`config.mk`:
```
export PLATFORM = sky130hd
export DESIGN_NAME = da_lut_loader
export DESIGN_NICKNAME = d
export VERILOG_FILES = /design/src/rtl/da_lut_loader.sv
export SDC_FILE = /design/constraint.sdc
export NUM_CORES = 1
export LEC_CHECK = 0
export BUFFER_PORTS_ARGS = -buffer_cell sky130_fd_sc_hd__clkbuf_2
export CAP_MARGIN = 5
export CORE_ASPECT_RATIO = 0.9
export CORE_MARGIN = 2
export CORE_UTILIZATION = 30
export CTS_CLUSTER_DIAMETER = 120
export DETAILED_ROUTE_END_ITERATION = 8
export HOLD_SLACK_MARGIN = 0.12
export PLACE_DENSITY = 0.47
export SETUP_SLACK_MARGIN = 0.3
export SLEW_MARGIN = 5
export SYNTH_ARGS = -nofsm -noshare
export SYNTH_HDL_FRONTEND = slang
export SYNTH_SLANG_ARGS = --single-unit
```
`constraint.sdc`:
```
create_clock -name clk -period 16.2 [get_ports clk]
set_input_delay 4.05 -clock clk [delete_from_list [all_inputs] [get_ports clk]]
set_output_delay 4.05 -clock clk [all_outputs]
set_load 0.005 [all_outputs]
```
`src/rtl/da_lut_loader.sv`:
```
// da_lut_loader: writer side of the FIR distributed-arithmetic lookup table.
// Loads TAPS signed coefficients over a valid/ready stream, then emits all
// 2^TAPS addresses in order. Each entry's data is the sum of the coefficients
// whose address bit is set.
module da_lut_loader #(
   parameter int TAPS   = 8,
   parameter int COEF_W = 8,
   parameter int SUM_W  = COEF_W + $clog2(TAPS)
) (
   input  logic                     clk,
   input  logic                     reset,
   input  logic                     start,
   input  logic                     coef_valid,
   input  logic signed [COEF_W-1:0] coef_data,
   output logic                     coef_ready,
   output logic                     wr_valid,
   input  logic                     wr_ready,
   output logic [TAPS-1:0]          wr_addr,
   output logic signed [SUM_W-1:0]  wr_data,
   output logic                     busy,
   output logic                     done
);

   localparam int IDX_W = (TAPS > 1) ? $clog2(TAPS) : 1;

   typedef enum logic [1:0] {
      S_IDLE,
      S_LOAD,
      S_WRITE,
      S_DONE
   } state_t;

   state_t                    state_q, state_d;
   logic [IDX_W-1:0]          idx_q, idx_d;
   logic [TAPS-1:0]           addr_q, addr_d;
   logic signed [COEF_W-1:0]  coef_q [TAPS];
   logic signed [COEF_W-1:0]  coef_d [TAPS];
   logic                      coef_ready_q, coef_ready_d;
   logic                      wr_valid_q, wr_valid_d;
   logic                      busy_q, busy_d;
   logic                      done_q, done_d;
   logic [SUM_W-1:0]          wr_data_q, wr_data_d;
   logic [SUM_W-1:0]          psum;

   // Next-state, next-output and next-entry computation.
   // wr_data is precomputed from the next addr/coef values and registered,
   // so the write port is driven purely from flops and holds during stalls.
   always_comb begin
      state_d      = state_q;
      idx_d        = idx_q;
      addr_d       = addr_q;
      coef_d       = coef_q;
      coef_ready_d = coef_ready_q;
      wr_valid_d   = wr_valid_q;
      done_d       = 1'b0;

      case (state_q)
         S_IDLE: begin
            if (start) begin
               state_d      = S_LOAD;
               idx_d        = '0;
               addr_d       = '0;
               coef_ready_d = 1'b1;
            end
         end
         S_LOAD: begin
            if (coef_valid && coef_ready_q) begin
               coef_d[idx_q] = coef_data;
               if (idx_q == IDX_W'(TAPS - 1)) begin
                  state_d      = S_WRITE;
                  idx_d        = '0;
                  addr_d       = '0;
                  coef_ready_d = 1'b0;
                  wr_valid_d   = 1'b1;
               end else begin
                  idx_d = idx_q + 1'b1;
               end
            end
         end
         S_WRITE: begin
            if (wr_valid_q && wr_ready) begin
               if (addr_q == '1) begin
                  state_d    = S_DONE;
                  wr_valid_d = 1'b0;
                  done_d     = 1'b1;
               end else begin
                  addr_d = addr_q + 1'b1;
               end
            end
         end
         S_DONE: begin
            state_d = S_IDLE;
         end
         default: begin
            state_d      = S_IDLE;
            coef_ready_d = 1'b0;
            wr_valid_d   = 1'b0;
         end
      endcase

      busy_d = (state_d == S_LOAD) || (state_d == S_WRITE);

      psum = '0;
      for (int unsigned i = 0; i < TAPS; i++) begin
         if (addr_d[i]) begin
            psum = psum + {{(SUM_W - COEF_W){coef_d[i][COEF_W-1]}}, coef_d[i]};
         end
      end
      wr_data_d = psum;
   end

   // State and output registers with synchronous reset.
   always_ff @(posedge clk) begin
      if (reset) begin
         state_q      <= S_IDLE;
         idx_q        <= '0;
         addr_q       <= '0;
         coef_ready_q <= 1'b0;
         wr_valid_q   <= 1'b0;
         busy_q       <= 1'b0;
         done_q       <= 1'b0;
         wr_data_q    <= '0;
         for (int unsigned i = 0; i < TAPS; i++) begin
            coef_q[i] <= '0;
         end
      end else begin
         state_q      <= state_d;
         idx_q        <= idx_d;
         addr_q       <= addr_d;
         coef_ready_q <= coef_ready_d;
         wr_valid_q   <= wr_valid_d;
         busy_q       <= busy_d;
         done_q       <= done_d;
         wr_data_q    <= wr_data_d;
         coef_q       <= coef_d;
      end
   end

   assign coef_ready = coef_ready_q;
   assign wr_valid   = wr_valid_q;
   assign wr_addr    = addr_q;
   assign wr_data    = wr_data_q;
   assign busy       = busy_q;
   assign done       = done_q;

endmodule
```
==> out/qor.yml <==
run_status:
  status: "completed"
global_routing:
  grt_pass1_wl_mm: 35.4
  grt_max_degree: 45
  grt_pass1_vias: 6481
  antenna_found_initial: 1
  track_usage_pct: 16.4
  grt_remaining_overflow: 0
route:
  ant_nets: 0
  via_per_inst: 5.08
  first_pass_iters: 5
  drc: 0
  wl_mm: 22.0
  first_iter_violations: 364
  wl_per_cell_um: 16.5
  routed-via-count: 6777
cts:
  htree_levels: 3
  numCtsBuffers: 9
  clk_transition_reported_paths_ns: 0.07
  post_cts_resized: 0
  cts_tree: "yes"
  ctsLongestPathBuffers: 2
  cts_root_buffer: "clkbuf_16"
  clock_sinks: 92
  clk_latency_ns: 0.36
  post_cts_buffers: 0
  holdBufCountCts: 0
sta:
  fin_crit_sh_pct: 89.7
  rsz0062_at_grt: "no"
  setup-tns-final_ns: 0
  skew_ns: 0.0112
  fmax_mhz: 68.8
  worst_pin_slew_ns: 0.999
  hold_slack_ns: 0.495
  hold_viol: 0
  post-route-min-period_ns: 14.53
  final-max-slew-violation-count: 0
  relSlewSlack_pct: 33.1
  finalSetupViolCount: 0
setup_path:
  criticalPathCategory: "input pin to flip-flop"
  critPathLaunchType: "input pin"
  crit_path_end: "wr_data[10]"
  end_kind: "flip-flop"
  cp_num_buf_inv: 2
  r2r-start: "idx_q[0]"
  cpPeakStageDelay_ns: 0.72
  worst_r2r_path_depth: 50
  cp_data_arrival_time_ns: 14.83
  r2r_slack_ns: 4.42
  reg2reg_to: "wr_data[10]"
  cp-startpoint: "coef_valid"
  cp_num_cells: 49
  cpMaxStageDelayCell: "o41ai_1"
  worstPathMaxFanout: 8
  required_ns: 16.49
  critPathTopFamily: "compound AO/OA/AOI/OAI gates"
synth:
  synth_fp_nets: 1058
  mappedNetlistArea_sq_um: 7870
  async_flop_share_pct: 0
  synth_compound_area_share_pct: 18.8
  synthCells: 968
  synthAdderAreaFrac_pct: 12.8
  synth_edf_count: 0
  synth_top_family_by_area: "simple AND/OR/NAND/NOR gates"
  ys_ff_latch: 92
  synth_seq_area_share_pct: 23.4
  synthXorXnorAreaFrac_pct: 6.29
  synthFlopType: "dfxtp_1"
  yosys.area_share.simple_pct: 22.6
  yosysWarnings: 0
  post_synth.cell_area_avg_sq_um: 8.13
  ys_types: 84
  synthMuxAreaShare_pct: 11.9
run:
  max_cap_viol_count: 0
die:
  dieArea_sq_um: 27600
  rows: 56
  dieWidth_um: 175
  die_h_um: 158
  ioPinCount: 36
  core_sq_um: 25900
  start_util_pct: 30.4
finish:
  drive_above_1_share_pct: 14.0
  final_util_pct: 33.4
  syn2layout_area_growth_pct: 10.1
  diodes: 0
  nets: 1072
power_and_ir_drop:
  vdd_ir_drop_max_mv: 0.0505
  power.density_nw_per_um2: 53.5
  p_leak_uw: 0.00391
placement:
  port_buffers: 35
  gp_congestion: 0.869
  hpwl_mm: 17.0
worst_hold_path:
  hold_class: "flip-flop to flip-flop"
  hold_start: "coef_q[62]"
-- area by class of cell --
type,count,area (sq um)
clock buffer,9,225
multi-input combinational,792,5690
sequential,92,1840
clock inverter,7,68.8
timing repair buffer,44,243
tap,348,435
fill,2794,17300
inverter,43,161
-- flip-flops by register name, indices dropped and copies added, names as in the netlist --
register and flops:
wr_data 11, wr_addr 8, coef_ready 1, state_q 2, busy 1, idx_q 3
done 1, wr_valid 1, coef_q 64
-- how the worst min path moves through the flow --
stage               cells after the start          to
CTS                                     2  coef_q[58]
global route                            2  coef_q[63]
global placement                        2  coef_q[63]
floorplan                               2  coef_q[56]
finish                                  2  coef_q[62]
detailed placement                      2  coef_q[58]
-- per-stage QoR --
stage	setup slack, ns	cell area (sq um)	cells	power (uW)
after floorplan	3.03	7870	968	245
after global routing	0.725	8670	1335	484
after global placement	1.55	8370	1319	254
after detailed placement	1.41	8370	1319	254
after CTS	1.76	8670	1335	475
final	1.67	8670	1335	464
-- report_power, final --
| part | internal, uW | switching [uW] |
|---|---|---|
| combinational | 5.52 | 13.7 |
| sequential | 227 | 2.10 |
| clock | 108 | 107 |
-- placed cells by master (no fill, tap or decap), types with 43 or more instances in the layout --
master	instances
o21ai_0	43
mux2_2	54
nand2_1	75
nor2_1	112
xnor2_1	47
a21oi_1	60
dfxtp_1	92
inv_1	43
and2_1	53
ha_1	71
-- kinds of logic after synthesis --
logic type / count (synthesis)
muxes: 86
adders and majority gates: 77
and+or+nand+nor: 354
buffers and inverters: 84
AOI/OAI and AO/OA: 220
xor gates and xnor gates: 55
DFF: 92
-- Yosys cell counts, types with 4 or more instances --
cell         n  area, sq um
nand3_1     15         75.1
o211ai_1     4         30.0
o21a_1       9         67.6
mux2i_1     31          310
or3_1       11         68.8
inv_1       43          161
and3_1       5         31.3
nand2_1     75          282
fa_1         6          120
a21oi_1     60          300
a2111oi_0    5         43.8
buf_2        6         30.0
nor2_1     112          420
xor2_1       7         61.3
nand4_1     10         62.6
nor2b_1     12         75.1
clkbuf_1    32          120
a211oi_1     5         37.5
a21o_1      14          105
o21bai_1     7         52.6
nand2b_1     9         56.3
mux2_2      54          608
and2_1      53          332
dfxtp_1     92         1840
o21ai_1      7         35.0
a31oi_1      6         37.5
o31ai_1      9         67.6
o21ai_0     44          220
nor3_1      29          145
xnor2_1     47          412
ha_1        71          888
-- tightest hold or removal path, cell delays in order (launching register included) --
cell     delay, ns
dfxtp_1       0.31
mux2i_1       0.07
nor2_1        0.08
-- layer usage --
| metal | global-route usage (%) | share of wire [%] | vias to the layer above |
|---|---|---|---|
| met5 | 0 | 0.059 | - |
| met4 | 4.72 | 2.2 | 2 |
| met3 | 2.26 | 2.9 | 24 |
| met2 | 26.4 | 43 | 108 |
| met1 | 22.8 | 51 | 3147 |
| li1 | - | - | 3496 |
Power figures use the tool's default switching activity.
